## src/rtl/skid_buffer.sv

```systemverilog
// Two-entry elastic pipeline register: in_ready comes only from registered state, so out_ready never reaches it.
// Optional macro SKID_BUFFER_FLUSH_EN adds a synchronous flush port for squashing all buffered entries.
module skid_buffer #(
    parameter int               WIDTH       = 32,
    parameter logic [WIDTH-1:0] RESET_VALUE = '0
) (
    input  logic             clk,
    input  logic             reset,
    input  logic             in_valid,
    input  logic [WIDTH-1:0] in_data,
    output logic             in_ready,
    output logic             out_valid,
    output logic [WIDTH-1:0] out_data,
    input  logic             out_ready,
`ifdef SKID_BUFFER_FLUSH_EN
    input  logic             flush,
`endif
    output logic [1:0]       count
);

    typedef enum logic [1:0] {
        EMPTY = 2'd0,
        BUSY  = 2'd1,
        FULL  = 2'd2
    } state_e;

    state_e           state_q, state_d;
    logic [WIDTH-1:0] main_q, main_d;
    logic [WIDTH-1:0] skid_q, skid_d;
    logic             out_valid_q, out_valid_d;
    logic             not_full_q, not_full_d;
    logic [1:0]       count_q, count_d;
    logic             flush_s;
    logic             in_xfer_s;
    logic             out_xfer_s;

`ifdef SKID_BUFFER_FLUSH_EN
    assign flush_s = flush;
`else
    assign flush_s = 1'b0;
`endif

    assign in_ready   = not_full_q & ~reset & ~flush_s;
    assign out_valid  = out_valid_q;
    assign out_data   = main_q;
    assign count      = count_q;
    assign in_xfer_s  = in_valid & in_ready;
    assign out_xfer_s = out_valid_q & out_ready;

    // Next-state and data-register selection for the handshake transfers
    always_comb begin
        state_d = state_q;
        main_d  = main_q;
        skid_d  = skid_q;
        case (state_q)
            EMPTY: begin
                if (in_xfer_s) begin
                    main_d  = in_data;
                    state_d = BUSY;
                end else begin
                    state_d = EMPTY;
                end
            end
            BUSY: begin
                if (in_xfer_s && out_xfer_s) begin
                    main_d = in_data;
                end else if (in_xfer_s) begin
                    skid_d  = in_data;
                    state_d = FULL;
                end else if (out_xfer_s) begin
                    state_d = EMPTY;
                end else begin
                    state_d = BUSY;
                end
            end
            FULL: begin
                // in_ready is low here, so only the pop can happen
                if (out_xfer_s) begin
                    main_d  = skid_q;
                    state_d = BUSY;
                end else begin
                    state_d = FULL;
                end
            end
            default: begin
                state_d = EMPTY;
            end
        endcase
    end

    // Output decodes precomputed from the next state so they leave the flops directly
    always_comb begin
        out_valid_d = 1'b0;
        not_full_d  = 1'b1;
        count_d     = 2'd0;
        case (state_d)
            EMPTY: begin
                out_valid_d = 1'b0;
                not_full_d  = 1'b1;
                count_d     = 2'd0;
            end
            BUSY: begin
                out_valid_d = 1'b1;
                not_full_d  = 1'b1;
                count_d     = 2'd1;
            end
            FULL: begin
                out_valid_d = 1'b1;
                not_full_d  = 1'b0;
                count_d     = 2'd2;
            end
            default: begin
                out_valid_d = 1'b0;
                not_full_d  = 1'b1;
                count_d     = 2'd0;
            end
        endcase
    end

    // State and data registers; reset outranks flush, flush outranks handshakes
    always_ff @(posedge clk) begin
        if (reset || flush_s) begin
            state_q     <= EMPTY;
            main_q      <= RESET_VALUE;
            skid_q      <= RESET_VALUE;
            out_valid_q <= 1'b0;
            not_full_q  <= 1'b1;
            count_q     <= 2'd0;
        end else begin
            state_q     <= state_d;
            main_q      <= main_d;
            skid_q      <= skid_d;
            out_valid_q <= out_valid_d;
            not_full_q  <= not_full_d;
            count_q     <= count_d;
        end
    end

endmodule

```

## config.mk

```make
export PLATFORM = sky130hd
export DESIGN_NAME = skid_buffer
export DESIGN_NICKNAME = d
export VERILOG_FILES = /design/src/rtl/skid_buffer.sv
export SDC_FILE = /design/constraint.sdc
export NUM_CORES = 1
export LEC_CHECK = 0
export BUFFER_PORTS_ARGS = -buffer_cell sky130_fd_sc_hd__buf_2
export CORE_ASPECT_RATIO = 1.5
export CORE_MARGIN = 1.5
export CORE_UTILIZATION = 50
export CTS_CLUSTER_SIZE = 8
export DETAILED_ROUTE_END_ITERATION = 12
export PLACE_DENSITY = 0.73
export RECOVER_POWER = 50
export SLEW_MARGIN = 20
export SYNTH_ARGS = -nofsm -noshare
export SYNTH_HDL_FRONTEND = slang
export SYNTH_SLANG_ARGS = --single-unit
```

## constraint.sdc

```tcl
create_clock -name clk -period 4.3 [get_ports clk]
set_clock_uncertainty 0.05 [all_clocks]
set_input_delay 0.215 -clock clk [delete_from_list [all_inputs] [get_ports clk]]
set_output_delay 0.215 -clock clk [all_outputs]
set_load 0.05 [all_outputs]
```

==> impl_metrics.yaml <==
timing:
  slew_headroom_pct: -12.4
  finalSetupViolations: 0
  timing.setup.tns_ns: 0
  tightestPinTransition_ns: 1.69
  slew_viol_final: 141
  rsz0062_at_grt: "false"
  fin_crit_sh_pct: 66.6
  whs_ns: 0.0803
  hold_viol_final: 0
  finalWorstPathRequiredPeriod_ns: 2.87
  clock.fmax_ghz: 0.349
global_routing:
  grt_usage_pct: 21.4
  vias_in_the_first_global_route: 2553
  global_route.overflow_total: 0
  antenna_found_initial: 0
  grt_pass1_wl_mm: 10.9
  pin_count_of_the_biggest_net_entering_global_routing: 73
worst_setup_path:
  critical_setup_path_class: "reg2reg"
  cp_cell_sequence: "nor2b_1, clkbuf_1, o21ai_0, inv_1, ha_1, nor2_1"
  critPathSlowestCell: "clkbuf_1"
  critical_path.max_stage_delay_ns: 1.14
  critical_path.top_delay_family: "buffers and inverters"
  critical_path_required_ns: 4.49
  r2r_slack_ns: 1.43
  crit_fanout: 33
  end_kind: "flop"
  cp_data_arrival_time_ns: 3.05
  critical_path_buf_inv_count: 2
  worstSetupStartpoint: "state_q[1]"
  regToRegStartpoint: "state_q[1]"
  worstSetupStartpointType: "flop"
synth:
  post_synth_and_or_nand_nor_area_fraction_pct: 23.2
  synth_compound_area_share_pct: 22.3
  synth_largest_type_area_fraction_pct: 46.9
  synth_cell_types: 26
  syn-cell-area_um2: 2990
  synthCells: 354
  synth_top_cell_by_area: "dfxtp_1"
  post_synth_edffs: 0
  synth_sequential_area_ratio_pct: 46.9
  yosys_warnings: 0
  ys_dominant_reg_cell: "dfxtp_1"
  post_synth_main_area_contributors: "dfxtp_1, nand2_1, a311oi_2"
  largest_family_of_logic_cells_by_synthesized_area: "simple AND/OR/NAND/NOR gates"
  synth.area.mux_share_pct: 0.377
  synth_adder_area_share_pct: 1.26
  postSynth.asyncResetShare_pct: 0
  synthesis.nets: 393
  flop_and_latch_count_out_of_synthesis: 70
  syn_area_per_cell_um2: 8.44
  yosys.area_share.xor_xnor_pct: 0.293
drt:
  postRouteAntennaNets: 0
  routed-via-count: 2557
  total_iterations_of_the_first_detailed_routing_run: 4
  drt_first_iter_violations: 167
  post_drt_via_cell_ratio: 5.26
  post-route-drc-count: 0
  finalWirelength_mm: 6.35
  average_wire_length_per_cell_after_detail_routing_um: 13.1
placed_design:
  port_buf_inserts: 71
  dp_hpwl_mm: 3.98
  placed_cells_incl_taps: 472
  finalWeightedCongestion: 0.779
status:
  outcome: "finished with violations"
  failed_checks: "capacitance limit, slew limit"
finish:
  area.growth.synth_to_final_pct: 15.2
  layout.nets: 450
  final_layout_size_suffix_gt1_share_pct: 19.3
  diodes: 0
  post_layout_nonfiller_instances: 486
  fillCellCount: 598
pwr:
  clock_power_share_pct: 32.5
  powerDensity_nw_per_um2: 457
  finalPower_uw: 1570
  ir_worst_vdd_v: 0.000198
  combPwrFrac_pct: 21.6
  sequentialPowerShare_pct: 45.8
  switching_share_pct: 31.3
  internal-power_uw: 1080
  power.static_leakage_uw: 0.00125
  net-switching-power_uw: 494
clock_tree:
  clkSinkCount: 70
  clk_pin_slew_worst_paths_ns: 0.07
  clk-insertion-delay-late_ns: 0.33
  clock_path_buffers: 2
  cts-root-buf: "clkbuf_8"
  cts.repair_timing.setup_buffer_count: 0
  tritoncts: "done"
  cts_repair_resize_count: 0
  tritoncts.num_buffers: 9
  htree_levels: 3
  holdBufCountCts: 0
min_path:
  min_from: "in_data[22]"
  timing.hold.worst.class: "in2reg"
floorplan:
  floorplan_die_area_um2: 6460
  floorplan.die.height_um: 97.7
  i_o_pin_count: 72
  start_util_pct: 51.6
  placeable_area_um2: 5790
  die-width_um: 66.1
  floorplan_row_count: 34
job:
  max_cap_viol_count: 3
-- kinds of logic (layout without fill, tap and decap cells) --
group | Yosys count | count (layout)
and+or+nand+nor | 177 | 177
adders and majority gates | 3 | 3
buffers and inverters | 31 | 91
xor gates and xnor gates | 1 | 1
muxes | 1 | 1
DFF | 70 | 70
AOI/OAI and AO/OA | 71 | 71
-- cell usage after synthesis, types with 2 or more instances --
library cell,count
a311oi_2,28
clkbuf_1,14
a311oi_1,4
dfxtp_1,70
nand2b_1,2
nor2b_1,4
o21ai_0,2
nand2_1,133
buf_1,2
buf_2,7
buf_4,2
a21oi_1,32
nor2_1,35
ha_1,3
buf_6,5
-- cells in the final DEF (no fill, tap or decap), types with 3 or more instances in the layout --
master	instances
nand2_1	133
dfxtp_1	70
clkbuf_1	40
buf_2	36
nor2_1	35
a21oi_1	32
a311oi_2	28
clkbuf_8	11
nor2b_1	4
a311oi_1	4
ha_1	3
-- layout make-up --
class / count / area (µm²) / area share (%)
Clock buffer: 13 / 159 / 4.62
Clock inverter: 1 / 30.0 / 0.872
Inverter: 1 / 3.75 / 0.109
Multi-Input combinational cell: 253 / 1420 / 41.3
Sequential cell: 70 / 1400 / 40.7
Tap cell: 72 / 90.1 / 2.62
Timing Repair Buffer: 76 / 335 / 9.74
-- sequential cells by signal (all words and copies together), names as in the netlist --
signal / cells
out_valid: 1
out_data: 32
not_full_q: 1
state_q: 2
skid_q: 32
count: 2
-- stage by stage --
step	utilization, %	setup WS, ns	cell area (µm²)
floorplan	-	2.20	2990
global placement	57.3	2.26	3310
detailed placement	57.3	2.23	3310
CTS	60.5	2.21	3500
global route	59.5	1.20	3440
finish	59.5	1.43	3440
-- layer usage --
metal / vias to the layer above / GRT usage [%] / wire length, µm
met5: - / 0 / 0
met2: 66 / 36.8 / 3200
met1: 1183 / 24.1 / 2670
li1: 1296 / - / -
met4: 0 / 9.26 / 138
met3: 12 / 5.45 / 335
-- worst reg2reg max path, stage by stage, from the launching register on --
cell      delay, ns
dfxtp_1        0.45
nor2b_1        0.23
clkbuf_1       1.14
o21ai_0        0.40
inv_1          0.17
ha_1           0.24
nor2_1         0.10
-- worst paths after layout --
kind | endpoint | cells past startpoint
setup reg to reg | out_valid | 6
hold / removal | skid_q[22] | 3
setup / recovery | out_valid | 6
hold reg to reg | skid_q[30] | 2
-- power groups by stage --
stage / registers, µW / logic, µW / clock network, µW
floorplan: 854 / 161 / 0
finish: 722 / 341 / 512
detailed placement: 735 / 353 / 0
global placement: 734 / 347 / 0
global route: 727 / 368 / 545
CTS: 721 / 353 / 521
Note: power is estimated with default switching activity, not from simulation.
